===== src/rtl/pll_seq_pkg.sv =====
// Shared definitions for the PLL reset sequencer: FSM state encoding,
// status widths and the sizing rule for the shared down-counter.
package pll_seq_pkg;

   localparam int STATE_W = 3;
   localparam int COUNT_W = 8;

   // Encodings are visible on the debug port, so they are fixed explicitly.
   typedef enum logic [STATE_W-1:0] {
      ST_PLL_RESET = 3'd0,
      ST_WAIT_LOCK = 3'd1,
      ST_STABILIZE = 3'd2,
      ST_HOLD      = 3'd3,
      ST_RUN       = 3'd4
   } state_t;

   // The counter is loaded with (cycles - 1), so $clog2 of the largest
   // interval is enough bits. Never narrower than one bit.
   function automatic int cnt_width(input int a, input int b, input int c, input int d);
      int m;
      m = a;
      if (b > m) m = b;
      if (c > m) m = c;
      if (d > m) m = d;
      return (m > 1) ? $clog2(m) : 1;
   endfunction

endpackage


===== src/rtl/sync_2ff.sv =====
// Two-flop synchronizer for a single asynchronous level signal.
// Output lags the input by two clock edges; both flops clear on reset.
module sync_2ff (
   input  logic clk,
   input  logic rst,
   input  logic d,
   output logic q
);

   logic meta;

   // Shift the asynchronous input through two flops to resolve metastability.
   // NOTE: non-blocking assignments make meta and q sample their inputs at the
   // same edge; blocking here would collapse the chain into a single flop.
   always_ff @(posedge clk or posedge rst) begin
      if (rst) begin
         meta <= 1'b0;
         q    <= 1'b0;
      end else begin
         meta <= d;
         q    <= meta;
      end
   end

endmodule


===== src/rtl/pll_reset_sequencer.sv =====
// PLL reset sequencer: pulses the PLL reset, waits for lock with a timeout,
// qualifies lock over a stable window, then holds the core in reset for a
// release interval before entering RUN. One down-counter times every state
// and reloads whenever a state is entered.
module pll_reset_sequencer
   import pll_seq_pkg::*;
#(
   parameter int PLL_RST_CYCLES      = 16,
   parameter int LOCK_TIMEOUT_CYCLES = 1048576,
   parameter int LOCK_STABLE_CYCLES  = 1024,
   parameter int RELEASE_CYCLES      = 256
) (
   input  logic                refclk,
   input  logic                rst,
   input  logic                pll_locked,
   input  logic                soft_reset_req,
   output logic                pll_rst,
   output logic                sys_reset,
   output logic                ready,
   output logic [COUNT_W-1:0]  lock_loss_count,
   output logic                timeout_flag,
   output logic [STATE_W-1:0]  state
);

   localparam int CNT_W = cnt_width(PLL_RST_CYCLES, LOCK_TIMEOUT_CYCLES,
                                    LOCK_STABLE_CYCLES, RELEASE_CYCLES);

   // Each load is (interval - 1): the state exits on the cycle the counter
   // reads zero, giving exactly 'interval' cycles of residence.
   localparam logic [CNT_W-1:0] LOAD_PLL_RESET = CNT_W'(PLL_RST_CYCLES - 1);
   localparam logic [CNT_W-1:0] LOAD_TIMEOUT   = CNT_W'(LOCK_TIMEOUT_CYCLES - 1);
   localparam logic [CNT_W-1:0] LOAD_STABLE    = CNT_W'(LOCK_STABLE_CYCLES - 1);
   localparam logic [CNT_W-1:0] LOAD_RELEASE   = CNT_W'(RELEASE_CYCLES - 1);

   localparam logic [COUNT_W-1:0] LOSS_MAX = {COUNT_W{1'b1}};

   state_t             state_q;
   state_t             state_d;
   logic [CNT_W-1:0]   cnt_q;
   logic [CNT_W-1:0]   cnt_d;
   logic [COUNT_W-1:0] loss_d;
   logic               timeout_d;
   logic               pll_rst_d;
   logic               sys_reset_d;
   logic               ready_d;
   logic               lk;
   logic               cnt_zero;

   // Counter value to load when a state is entered. RUN is untimed.
   function automatic logic [CNT_W-1:0] load_for(input state_t s);
      case (s)
         ST_PLL_RESET: return LOAD_PLL_RESET;
         ST_WAIT_LOCK: return LOAD_TIMEOUT;
         ST_STABILIZE: return LOAD_STABLE;
         ST_HOLD:      return LOAD_RELEASE;
         default:      return '0;
      endcase
   endfunction

   sync_2ff u_lock_sync (
      .clk (refclk),
      .rst (rst),
      .d   (pll_locked),
      .q   (lk)
   );

   assign cnt_zero = (cnt_q == '0);
   assign state    = state_q;

   // Next-state, counter and status logic; outputs are derived from the
   // next state so that the registered outputs line up with the state register.
   // NOTE: every variable gets a default before the case so that no path
   // leaves one unassigned, which would otherwise infer a latch.
   always_comb begin
      state_d   = state_q;
      cnt_d     = cnt_q;
      loss_d    = lock_loss_count;
      timeout_d = timeout_flag;

      unique case (state_q)
         ST_PLL_RESET: begin
            if (cnt_zero) state_d = ST_WAIT_LOCK;
            else          cnt_d   = cnt_q - 1'b1;
         end

         // Lock on the last allowed cycle wins over the timeout.
         ST_WAIT_LOCK: begin
            if (lk) begin
               state_d = ST_STABILIZE;
            end else if (cnt_zero) begin
               state_d   = ST_PLL_RESET;
               timeout_d = 1'b1;
            end else begin
               cnt_d = cnt_q - 1'b1;
            end
         end

         // Any low cycle breaks the run of consecutive locked cycles.
         ST_STABILIZE: begin
            if (!lk)           state_d = ST_WAIT_LOCK;
            else if (cnt_zero) state_d = ST_HOLD;
            else               cnt_d   = cnt_q - 1'b1;
         end

         // Lock dropping before release is not a loss seen in RUN.
         ST_HOLD: begin
            if (!lk)           state_d = ST_WAIT_LOCK;
            else if (cnt_zero) state_d = ST_RUN;
            else               cnt_d   = cnt_q - 1'b1;
         end

         // Lock loss outranks a simultaneous soft reset request.
         ST_RUN: begin
            if (!lk) begin
               state_d = ST_PLL_RESET;
               if (lock_loss_count != LOSS_MAX) loss_d = lock_loss_count + 1'b1;
            end else if (soft_reset_req) begin
               state_d = ST_HOLD;
            end
         end

         default: state_d = ST_PLL_RESET;
      endcase

      // Fresh interval on every entry, including RUN -> HOLD on soft reset.
      if (state_d != state_q) cnt_d = load_for(state_d);

      pll_rst_d   = (state_d == ST_PLL_RESET);
      ready_d     = (state_d == ST_RUN);
      sys_reset_d = !ready_d;
   end

   // State, counter and all outputs; reset aborts any state at once and
   // preloads a full PLL reset interval.
   always_ff @(posedge refclk or posedge rst) begin
      if (rst) begin
         state_q         <= ST_PLL_RESET;
         cnt_q           <= LOAD_PLL_RESET;
         pll_rst         <= 1'b1;
         sys_reset       <= 1'b1;
         ready           <= 1'b0;
         lock_loss_count <= '0;
         timeout_flag    <= 1'b0;
      end else begin
         state_q         <= state_d;
         cnt_q           <= cnt_d;
         pll_rst         <= pll_rst_d;
         sys_reset       <= sys_reset_d;
         ready           <= ready_d;
         lock_loss_count <= loss_d;
         timeout_flag    <= timeout_d;
      end
   end

endmodule


===== config.mk =====
export PLATFORM = sky130hd
export DESIGN_NAME = pll_reset_sequencer
export DESIGN_NICKNAME = d
export VERILOG_FILES = /design/src/rtl/pll_seq_pkg.sv /design/src/rtl/sync_2ff.sv /design/src/rtl/pll_reset_sequencer.sv
export SDC_FILE = /design/constraint.sdc
export NUM_CORES = 1
export LEC_CHECK = 0
export BUFFER_PORTS_ARGS = -buffer_cell sky130_fd_sc_hd__buf_2
export CELL_PAD_IN_SITES_DETAIL_PLACEMENT = 0
export CELL_PAD_IN_SITES_GLOBAL_PLACEMENT = 1
export CORE_UTILIZATION = 30
export DETAILED_ROUTE_END_ITERATION = 6
export HOLD_SLACK_MARGIN = 0.15
export PLACE_DENSITY_LB_ADDON = 0.2
export SETUP_SLACK_MARGIN = 0.1
export SKIP_LAST_GASP = 1
export SLEW_MARGIN = 5
export SYNTH_ARGS = -nofsm -noshare
export SYNTH_HDL_FRONTEND = slang
export SYNTH_SLANG_ARGS = --single-unit

===== constraint.sdc =====
create_clock -name refclk -period 2.5 [get_ports refclk]
set_clock_uncertainty 0.1 [all_clocks]
set_input_delay 0.25 -clock refclk [delete_from_list [all_inputs] [get_ports refclk]]
set_output_delay 0.25 -clock refclk [all_outputs]
set_load 0.01 [all_outputs]

==> results of run 1 <==
[synthesized netlist by cell type, types with 2 or more instances]
master | count | area, um^2
sky130_fd_sc_hd__xnor2_1 | 3 | 26.3
sky130_fd_sc_hd__dfrtp_1 | 31 | 776
sky130_fd_sc_hd__nor4_2 | 3 | 37.5
sky130_fd_sc_hd__and4_1 | 3 | 26.3
sky130_fd_sc_hd__a211oi_1 | 3 | 22.5
sky130_fd_sc_hd__or4_4 | 2 | 22.5
sky130_fd_sc_hd__xor2_1 | 4 | 35.0
sky130_fd_sc_hd__a211o_1 | 2 | 17.5
sky130_fd_sc_hd__o221ai_1 | 3 | 26.3
sky130_fd_sc_hd__nor2_1 | 16 | 60.1
sky130_fd_sc_hd__o21ai_1 | 5 | 25.0
sky130_fd_sc_hd__nor4_1 | 4 | 25.0
sky130_fd_sc_hd__nor2b_1 | 3 | 18.8
sky130_fd_sc_hd__ha_1 | 2 | 25.0
sky130_fd_sc_hd__and3_1 | 4 | 25.0
sky130_fd_sc_hd__o21ai_0 | 15 | 75.1
sky130_fd_sc_hd__o21a_1 | 2 | 15.0
sky130_fd_sc_hd__nor3b_1 | 2 | 15.0
sky130_fd_sc_hd__a31oi_1 | 2 | 12.5
sky130_fd_sc_hd__nor3_1 | 8 | 40.0
sky130_fd_sc_hd__o311ai_0 | 2 | 17.5
sky130_fd_sc_hd__clkbuf_1 | 3 | 11.3
sky130_fd_sc_hd__mux2i_1 | 3 | 30.0
sky130_fd_sc_hd__o211a_1 | 3 | 30.0
sky130_fd_sc_hd__nand4_1 | 4 | 25.0
sky130_fd_sc_hd__buf_6 | 2 | 22.5
sky130_fd_sc_hd__nand2_1 | 26 | 97.6
sky130_fd_sc_hd__buf_2 | 4 | 20.0
sky130_fd_sc_hd__a21oi_1 | 17 | 85.1
sky130_fd_sc_hd__inv_1 | 15 | 56.3
sky130_fd_sc_hd__nand3_1 | 7 | 35.0
sky130_fd_sc_hd__dfstp_2 | 6 | 158
[kinds of logic (layout without fill, tap and decap cells)]
logic type,count (synthesis),in the layout,share of synthesized area (%)
and+or+nand+nor,90,90,23.8
AOI/OAI and AO/OA,65,65,20.5
DFF,37,37,44.4
buffers and inverters,24,63,5.23
xor gates and xnor gates,7,7,2.91
muxes,4,4,1.96
adders and majority gates,2,2,1.19
[metal layers]
layer | vias to the layer above | track usage [%] | part of all wire (%)
met4 | 0 | 5.45 | 1.4
met5 | - | 0 | 0
met1 | 889 | 20.6 | 49
met3 | 4 | 3.27 | 3.0
li1 | 924 | - | -
met2 | 25 | 26.0 | 46
[timing repair]
action | 4_1_cts | 5_1_grt
endpoints found under the setup margin | 0 | 1
resized for setup | 0 | 1
hold endpoints to repair | 32 | 0
hold buffers | 2 | 0
[worst paths after layout]
| check | slack, ns | end | cells after the start | from |
|---|---|---|---|---|
| worst max-delay path | 0.22 | cnt_q[12] | 7 | cnt_q[0] |
| worst min-delay path | 0.26 | u_lock_sync.q | 0 | u_lock_sync.meta |
| worst max register to register | 0.22 | cnt_q[12] | 7 | cnt_q[0] |
| worst min register to register | 0.26 | u_lock_sync.q | 0 | u_lock_sync.meta |
| max in group asynchronous | 1.41 | cnt_q[0] | 4 | rst |
| min in group asynchronous | 0.52 | lock_loss_count[2] | 4 | rst |
[final cells by class]
class,count,area (um^2)
clock buffer,5,68.8
clock inverter,3,65.1
fill,696,4230
inverter,15,56.3
multi-input combinational,168,1060
sequential,37,933
tap,96,120
timing repair buffer,40,260
[sequential cells by signal, summed over array words and instances (netlist names)]
signal            cells
cnt_q                20
lock_loss_count       8
state                 3
pll_rst               1
ready                 1
sys_reset             1
timeout_flag          1
u_lock_sync.meta      1
u_lock_sync.q         1
[through the flow]
stage	std cells	cell area, um^2	power, mW	hold WS [ns]	worst slack, ns
global route	364	2560	2.47	0.264	0.117
finish	364	2560	2.30	0.257	0.216
CTS	364	2560	2.32	0.252	0.207
global placement	354	2410	1.70	0.237	0.280
floorplan	229	2100	1.45	0.181	0.306
detailed placement	354	2410	1.69	0.245	0.227
[power groups by stage]
stage | logic (mW) | registers [mW] | clock network, mW
floorplan | 0.470 | 0.981 | 0
global placement | 0.674 | 1.02 | 0
detailed placement | 0.673 | 1.02 | 0
CTS | 0.677 | 1.01 | 0.640
global route | 0.759 | 1.04 | 0.663
finish | 0.674 | 1.01 | 0.619
==> flow_metrics.tcl, run 1 <==
set metrics [dict create \
    critPathMaxStageDelay_ns 0.51 \
    worstPathRequired_ns 2.55 \
    critical_path_arrival_ns 2.34 \
    final.period_utilization_pct 91.3 \
    power.combinational.fraction_pct 29.3 \
    drt_iter0_drc 78 \
    critical_path.max_fanout 4 \
    vias 1842 \
    endpoint_kind "flip-flop" \
    routabilityCongestion 0.800 \
    antennaDiodeCount 0 \
    tns_ns 0 \
    cts-htree-levels 2 \
    cts_tree "built" \
    route.detailed.drc 0 \
    die-width_um 85.8 \
    critical_path_class "reg2reg" \
    timing.slew.headroom_pct 60.8 \
    slowest_stage "sky130_fd_sc_hd__or4_4" \
    ys_async_sr_fraction_pct 100 \
    post-dp-hpwl_mm 3.74 \
    final_period_minus_worst_setup_slack_ns 2.28 \
    slew_violations 0 \
    areaGrowthSynthToFinish_pct 21.9 \
    synth_area_um2 2100 \
    number_of_distinct_library_cells_after_synthesis 52 \
    cp_num_buf_inv 1 \
    final_layout_size_suffix_gt1_share_pct 24.6 \
    boundaryPins 19 \
    port-buffer-count 18 \
    yosys_register_bits 37 \
    report.final.setup_viol 0 \
    post_drt_via_cell_ratio 5.06 \
    cts_num_sinks 37 \
    post_synth.cell_area_avg_um2 9.19 \
    grt_first_pass_wirelength_mm 8.99 \
    rsz0062_at_grt "false" \
    grt_antenna_before_repair 0 \
    mostFrequentLayoutCell "sky130_fd_sc_hd__dfrtp_1" \
    type_of_the_tightest_min_delay_check "reg2reg" \
    synthesis.yosys.warnings 0 \
    final_core_util_pct 37.8 \
    final_antenna_net_count 0 \
    die_area_um2 7350 \
    most_frequent_cells_in_the_layout "sky130_fd_sc_hd__dfrtp_1 (31), sky130_fd_sc_hd__nand2_1 (26), sky130_fd_sc_hd__buf_4 (20)" \
    postCtsSetupRepairBufs 0 \
    worst_setup_path_start_kind "flip-flop" \
    power_density_nw_per_um2 898 \
    design_internal_power_mw 1.50 \
    cts.root.buffer_cell "sky130_fd_sc_hd__clkbuf_8" \
    critical_path.cell_chain "inv_1 > ha_1 > or3b_2 > or4_4 > nor3_2 > o211a_1 > o21ai_0" \
    core_area_um2 6790 \
    number_of_hold_violations_in_the_final_report 0 \
    global_route_total_overflow 0 \
    clk_pin_slew_ns 0.08 \
    grt_pass1_vias 1793 \
    maxCapViolCount 0 \
    drt_pre_antenna_iters 4 \
    timing.fmax_mhz 438 \
    prevailing_post_synth_register_cell "sky130_fd_sc_hd__dfrtp_1" \
    grtUsageTotal_pct 15.8 \
    worst_slew_pin_slew_ns 0.582 \
    cts_buffers 5 \
    cts-root-to-sink-buffers 2 \
    clockPowerShare_pct 26.9 \
    synth-edff-count 0 \
    sequential_element_share_of_the_synthesized_area_pct 44.4 \
    switching_share_pct 34.7 \
    drt-wirelength-per-cell_um 14.6 \
    drt_wl_total_mm 5.30 \
    critical_path.top_delay_family "simple AND/OR/NAND/NOR gates" \
    postSynthNetCount 235 \
    switching_power_uw 800 \
    grt_max_degree 38 \
    outcome "finished, final reports clean" \
    finalNetCount 273 \
    power.ir.vdd_worst_uv 300 \
    pwr-share-seq_pct 43.9 \
    effective_utilization_at_floorplan_pct 31.0 \
    clkLatencyLatePin_ns 0.29 \
    post_synthesis_cell_count 229 \
    leakage_power_of_the_design_nw 1.19 \
    floorplan.die.height_um 85.8 \
    fp-row-count 30 \
]
Power figures use the tool's default switching activity.
==> inputs of run 2 (changes only) <==
--- a/config.mk
+++ b/config.mk
@@ -6,9 +6,11 @@
 export NUM_CORES = 1
 export LEC_CHECK = 0
 export BUFFER_PORTS_ARGS = -buffer_cell sky130_fd_sc_hd__buf_2
+export CAP_MARGIN = 40
 export CELL_PAD_IN_SITES_DETAIL_PLACEMENT = 0
 export CELL_PAD_IN_SITES_GLOBAL_PLACEMENT = 1
 export CORE_UTILIZATION = 30
+export CTS_BUF_LIST = sky130_fd_sc_hd__clkbuf_4 sky130_fd_sc_hd__clkbuf_8
 export DETAILED_ROUTE_END_ITERATION = 6
 export HOLD_SLACK_MARGIN = 0.15
 export PLACE_DENSITY_LB_ADDON = 0.2
==> constraint.sdc (replaced) <==
create_clock -name refclk -period 2 [get_ports refclk]
set_clock_uncertainty 0.1 [all_clocks]
set_input_delay 0.2 -clock refclk [delete_from_list [all_inputs] [get_ports refclk]]
set_output_delay 0.2 -clock refclk [all_outputs]
set_load 0.01 [all_outputs]
==> run 2 against run 1 <==
  * The flow now finishes with violations (negative setup slack)
  * Highest routed layer unchanged
  * Die area is the same
  * Maximum frequency grew 11%
  * Combinational power grew 120%
  * Wire length grew 12%
  * Sequential share of layout area shrank 6.6 points
  * Critical path depth grew 2
  * Core utilization grew 8.3 points
  * Sequential power grew 18%
  * Power grew 46%
  * Largest power group is now combinational cells
==> flow_metrics.tcl, run 2 (synthesis gave the netlist of run 1 again) <==
set metrics [dict create \
    outcome "complete, but fails checks" \
    violations "negative setup slack" \
    largest-register "cnt_q" \
    cts_num_sinks 37 \
    design_internal_power_mw 2.13 \
    type_of_the_tightest_min_delay_check "in2reg" \
    endpoint_kind "flip-flop" \
    final.period_utilization_pct 103 \
    grt_first_pass_wirelength_mm 9.75 \
    grt_max_degree 38 \
    boundaryPins 19 \
    post-dp-hpwl_mm 4.00 \
    rsz0062_at_grt "true" \
    antennaDiodeCount 0 \
    cts-root-to-sink-buffers 2 \
    vias 2008 \
    leakage_power_of_the_design_nw 1.46 \
    grt_antenna_before_repair 0 \
    cts.root.buffer_cell "sky130_fd_sc_hd__clkbuf_8" \
    die-width_um 85.8 \
    drt_iter0_drc 98 \
    timing.slew.headroom_pct 61.3 \
    clk_pin_slew_ns 0.07 \
    mostFrequentLayoutCell "sky130_fd_sc_hd__buf_4" \
    reg2reg_from "cnt_q[0]" \
    final_antenna_net_count 0 \
    port-buffer-count 18 \
    routabilityCongestion 0.739 \
    clockPowerShare_pct 19.7 \
    cts_tree "built" \
    flip_flop_count_of_the_largest_register_all_copies_and_words_added 20 \
    final_period_minus_worst_setup_slack_ns 2.06 \
    number_of_hold_violations_in_the_final_report 0 \
    timing.fmax_mhz 485 \
    worst_hold_path.num_cells 5 \
    final_layout_size_suffix_gt1_share_pct 43.3 \
    core_area_um2 6790 \
    drt_pre_antenna_iters 4 \
    worst_slew_pin_slew_ns 0.580 \
    drt_wl_total_mm 5.94 \
    grtUsageTotal_pct 17.0 \
    finalNetCount 312 \
    pwr-share-seq_pct 35.4 \
    fp-row-count 30 \
    finish.instance_area_um2 3130 \
    cts-htree-levels 2 \
    report.final.setup_viol 9 \
    effective_utilization_at_floorplan_pct 31.0 \
    global_route_total_overflow 0 \
    route.detailed.drc 0 \
    maxCapViolCount 0 \
    grt_pass1_vias 1947 \
    holdPathEnd "state[0]" \
    most_frequent_cells_in_the_layout "sky130_fd_sc_hd__buf_4 (46), sky130_fd_sc_hd__dfrtp_1 (31), sky130_fd_sc_hd__nand2_1 (24)" \
    hold_path_startpoint "soft_reset_req" \
    crit_reg_reg_endpoint "cnt_q[9]" \
    switching_share_pct 36.7 \
    power.total_mw 3.37 \
    critical_path_class "reg2reg" \
    power.combinational.fraction_pct 44.9 \
    slew_violations 0 \
    worst_setup_path_start_kind "flip-flop" \
    reg2reg_setup_slack_ns -0.06 \
    rr_worst_depth 9 \
    die_area_um2 7350 \
    floorplan.die.height_um 85.8 \
    worstPathRequired_ns 2.10 \
    fin_ws_ns -0.0633 \
    drt-wirelength-per-cell_um 14.7 \
    post_dp_cell_area_um2 2700 \
    areaGrowthSynthToFinish_pct 48.8 \
    post_drt_via_cell_ratio 4.98 \
    cts_buffers 5 \
    critical_path.max_fanout 9 \
    critical_path_arrival_ns 2.17 \
    power.ir.vdd_worst_uv 251 \
    power_density_nw_per_um2 1080 \
    switching_power_mw 1.24 \
    clkLatencyLatePin_ns 0.30 \
]
==> run 2: cell types whose count changed in the layout (fill, tap and decap cells not counted), sizes merged <==
cell	before	now
a21o	1	2
bufinv	2	1
buf	38	76
clkbuf	5	6
==> run 2: layout make-up <==
type	count	area, um^2
fill	659	3660
tap	96	120
multi-input combinational	169	1300
clock inverter	2	35.0
sequential	37	933
timing repair buffer	78	608
clock buffer	6	76.3
inverter	15	56.3
==> run 2: what timing repair did <==
action,in CTS,in global routing
resized for setup,25,19
hold buffers,2,0
cloned,1,0
endpoints found under the setup margin,24,29
hold endpoints to repair,32,0
setup buffers,9,5
pin swaps,19,12
==> run 2: critical path: stages (launching register included) <==
cell and delay [ns]:
sky130_fd_sc_hd__dfstp_2 0.54, sky130_fd_sc_hd__inv_2 0.05, sky130_fd_sc_hd__ha_4 0.15, sky130_fd_sc_hd__nor3b_4 0.15, sky130_fd_sc_hd__and4_1 0.20, sky130_fd_sc_hd__buf_6 0.15
sky130_fd_sc_hd__a21oi_4 0.15, sky130_fd_sc_hd__buf_12 0.15, sky130_fd_sc_hd__mux2i_1 0.08, sky130_fd_sc_hd__a211oi_1 0.25
==> run 2: how the worst max path moves through the flow <==
| stage | cells past startpoint | end | start |
|---|---|---|---|
| 2_1_floorplan | 5 | cnt_q[13] | cnt_q[14] |
| 3_3_place_gp | 9 | cnt_q[9] | cnt_q[0] |
| 3_5_place_dp | 9 | cnt_q[9] | cnt_q[0] |
| 4_1_cts | 9 | cnt_q[9] | cnt_q[0] |
| 5_1_grt | 9 | cnt_q[9] | cnt_q[0] |
| 6_report | 9 | cnt_q[9] | cnt_q[0] |
==> run 2: stage by stage <==
stage          utilization [%]  worst slack, ns  std cells  hold WS (ns)  TNS, ns
2_1_floorplan                -          -0.0318        229         0.131  -0.0998
3_3_place_gp              39.7          -0.0932        378         0.218   -0.627
3_5_place_dp              39.7           -0.110        378         0.209   -0.813
4_1_cts                   44.2          -0.0613        398         0.221   -0.282
5_1_grt                   46.1           -0.129        403         0.258    -1.60
6_report                  46.1          -0.0633        403         0.228   -0.297
==> run 2: per-layer routing <==
| metal | vias to the layer above | global-route usage [%] | share of wire (%) |
|---|---|---|---|
| met3 | 8 | 3.18 | 2.6 |
| met5 | - | 0 | 0 |
| met4 | 0 | 6.06 | 1.9 |
| met2 | 29 | 28.2 | 47 |
| met1 | 973 | 22.3 | 48 |
| li1 | 998 | - | - |
==> run 2: power by group through the flow <==
stage	clock network (mW)	registers [mW]	logic, mW
after floorplan	0	1.24	0.659
after CTS	0.683	1.17	1.42
after detailed placement	0	1.19	1.22
final	0.663	1.19	1.51
after global routing	0.714	1.23	1.66
after global placement	0	1.18	1.23
==> inputs of run 3 (changes only) <==
--- a/config.mk
+++ b/config.mk
@@ -9,7 +9,7 @@
 export CAP_MARGIN = 40
 export CELL_PAD_IN_SITES_DETAIL_PLACEMENT = 0
 export CELL_PAD_IN_SITES_GLOBAL_PLACEMENT = 1
-export CORE_UTILIZATION = 30
+export CORE_UTILIZATION = 43
 export CTS_BUF_LIST = sky130_fd_sc_hd__clkbuf_4 sky130_fd_sc_hd__clkbuf_8
 export DETAILED_ROUTE_END_ITERATION = 6
 export HOLD_SLACK_MARGIN = 0.15
==> run 3 against run 2 <==
  * Flip-flop and latch count stayed put
  * Via count is 3.1% higher
  * Die area is 30% lower
  * The run still ends with negative setup slack left
  * Highest routed layer unchanged
  * Largest power group unchanged
  * Critical endpoint is now cnt_q[8]
  * First-iteration DRC count is 10% lower
==> flow_metrics.tcl, run 3 (synthesis gave the netlist of run 1 again) <==
set metrics [dict create \
    boundaryPins 19 \
    floorplan.die.height_um 72.0 \
    grt_antenna_before_repair 0 \
    type_of_the_tightest_min_delay_check "in2reg" \
    drt_pre_antenna_iters 4 \
    finalNetCount 317 \
    die-width_um 72.0 \
    core_area_um2 4720 \
    cts.root.buffer_cell "sky130_fd_sc_hd__clkbuf_8" \
    vias 2070 \
    areaGrowthSynthToFinish_pct 48.1 \
    fp-row-count 25 \
    crit_path_frequent_cell "sky130_fd_sc_hd__buf_6" \
    cts_buffers 5 \
    most_frequent_cells_in_the_layout "sky130_fd_sc_hd__buf_4 (51), sky130_fd_sc_hd__dfrtp_1 (31), sky130_fd_sc_hd__nand2_1 (24)" \
    final_period_minus_worst_setup_slack_ns 2.08 \
    largest-register "cnt_q" \
    effective_utilization_at_floorplan_pct 44.6 \
    number_of_hold_violations_in_the_final_report 0 \
    final_layout_size_suffix_gt1_share_pct 44.9 \
    mostFrequentLayoutCell "sky130_fd_sc_hd__buf_4" \
    post_drt_via_cell_ratio 5.46 \
    fin_ws_ns -0.0829 \
    worst_setup_path_start_kind "flip-flop" \
    grt_pass1_vias 1865 \
    worstPathRequired_ns 2.07 \
    outcome "complete, but fails checks" \
    routabilityCongestion 0.857 \
    worst_slew_pin_slew_ns 0.484 \
    critical_path_arrival_ns 2.15 \
    drt_wl_total_mm 5.69 \
    power.ir.vdd_worst_uv 599 \
    critPathMaxStageDelay_ns 0.54 \
    power.total_mw 3.37 \
    hold_slack_ns 0.217 \
    leakage_power_of_the_design_nw 1.46 \
    cts_num_sinks 37 \
    timing.slew.headroom_pct 67.7 \
    cts-htree-levels 2 \
    grt_first_pass_wirelength_mm 9.19 \
    post-dp-hpwl_mm 3.73 \
    final.period_utilization_pct 104 \
    global_route_total_overflow 0 \
    endpoint_kind "flip-flop" \
    clkLatencyLatePin_ns 0.29 \
    route.detailed.drc 0 \
    antennaDiodeCount 0 \
    slew_violations 0 \
    post_place_worst_slack_ns -0.100 \
    critical_path.cell_chain "inv_2 > ha_4 > nor3b_4 > and4_4 > buf_6 > a21oi_4 > buf_6 > mux2i_1 > a211oi_1" \
    drt_iter0_drc 88 \
    fillers 378 \
    power_density_nw_per_um2 1080 \
    timing.fmax_mhz 480 \
    cts_tree "built" \
    final_antenna_net_count 0 \
    critical_path_class "reg2reg" \
    cts-root-to-sink-buffers 2 \
    report.final.setup_viol 8 \
    maxCapViolCount 0 \
    critical_path.max_fanout 5 \
    port-buffer-count 18 \
    die_area_um2 5180 \
    rsz0062_at_grt "true" \
    violations "negative setup slack" \
    grtUsageTotal_pct 23.0 \
    flip_flop_count_of_the_largest_register_all_copies_and_words_added 20 \
    drt-wirelength-per-cell_um 15.0 \
    grt_max_degree 38 \
    clk_pin_slew_ns 0.08 \
    slowest_stage "sky130_fd_sc_hd__dfstp_2" \
]
==> run 3: cell count changes in the layout (fill, tap and decap cells not counted), moves of 2 or more <==
cell / previous run / this run
sky130_fd_sc_hd__buf_4: 46 / 51
sky130_fd_sc_hd__a21oi_1: 13 / 11
sky130_fd_sc_hd__a21oi_2: 4 / 6
sky130_fd_sc_hd__nor4_2: 1 / 3
sky130_fd_sc_hd__o21ai_1: 13 / 15
==> run 3: worst paths after layout <==
| kind | endpoint | depth (start not counted) | slack (ns) | startpoint |
|---|---|---|---|---|
| setup / recovery | cnt_q[8] | 9 | -0.08 | cnt_q[0] |
| hold / removal | state[0] | 5 | 0.22 | soft_reset_req |
| setup reg to reg | cnt_q[8] | 9 | -0.08 | cnt_q[0] |
| hold reg to reg | u_lock_sync.q | 0 | 0.26 | u_lock_sync.meta |
| max in group asynchronous | pll_rst | 4 | 0.98 | rst |
| min in group asynchronous | ready | 4 | 0.46 | rst |
==> run 3: area by class of cell <==
class | count | area (um^2) | area share [%]
multi-input cells | 169 | 1280 | 41.1
well taps | 67 | 83.8 | 2.69
flip-flops and latches | 37 | 933 | 29.9
clock buffers | 6 | 82.6 | 2.65
repair buffers | 83 | 641 | 20.6
inverters | 15 | 56.3 | 1.81
clock inverters | 2 | 37.5 | 1.20
==> run 3: per-stage QoR <==
step | cell area, um^2 | util (%) | std cells | setup TNS [ns]
2_1_floorplan | 2200 | - | 229 | -0.0998
3_3_place_gp | 2660 | 56.2 | 350 | -0.245
3_5_place_dp | 2660 | 56.2 | 350 | -0.525
4_1_cts | 3010 | 63.7 | 371 | -0.237
5_1_grt | 3120 | 66.0 | 379 | -1.68
6_report | 3120 | 66.0 | 379 | -0.485
==> run 3: per-layer routing <==
| layer | vias to the layer above | global-route usage (%) | part of all wire [%] |
|---|---|---|---|
| li1 | 1008 | - | - |
| met2 | 41 | 35.2 | 48 |
| met5 | - | 0 | 0 |
| met3 | 5 | 3.33 | 3.4 |
| met4 | 0 | 6.54 | 0.95 |
| met1 | 1016 | 34.0 | 48 |
==> run 3: repair_timing <==
action	4_1_cts	5_1_grt
gates cloned	3	0
endpoints found under the setup margin	23	29
hold buffers	2	0
gates resized for setup	35	17
buffers inserted	9	11
hold endpoints to repair	32	0
pin swaps	22	17
==> run 3: worst max-delay path, delay by kind of cell, from the launching register on <==
| family | cells | cell delay, ns |
|---|---|---|
| adders and majority gates | 1 | 0.15 |
| buffers and inverters | 3 | 0.33 |
| DFF | 1 | 0.54 |
| and+or+nand+nor | 2 | 0.34 |
| muxes | 1 | 0.18 |
| AOI/OAI and AO/OA | 2 | 0.32 |
==> run 3: report_power, final <==
part | switching, mW | internal, mW | total [mW]
Sequential | 0.192 | 0.995 | 1.19
Combinational | 0.729 | 0.768 | 1.50
Clock | 0.281 | 0.406 | 0.687
Total | 1.20 | 2.17 | 3.37
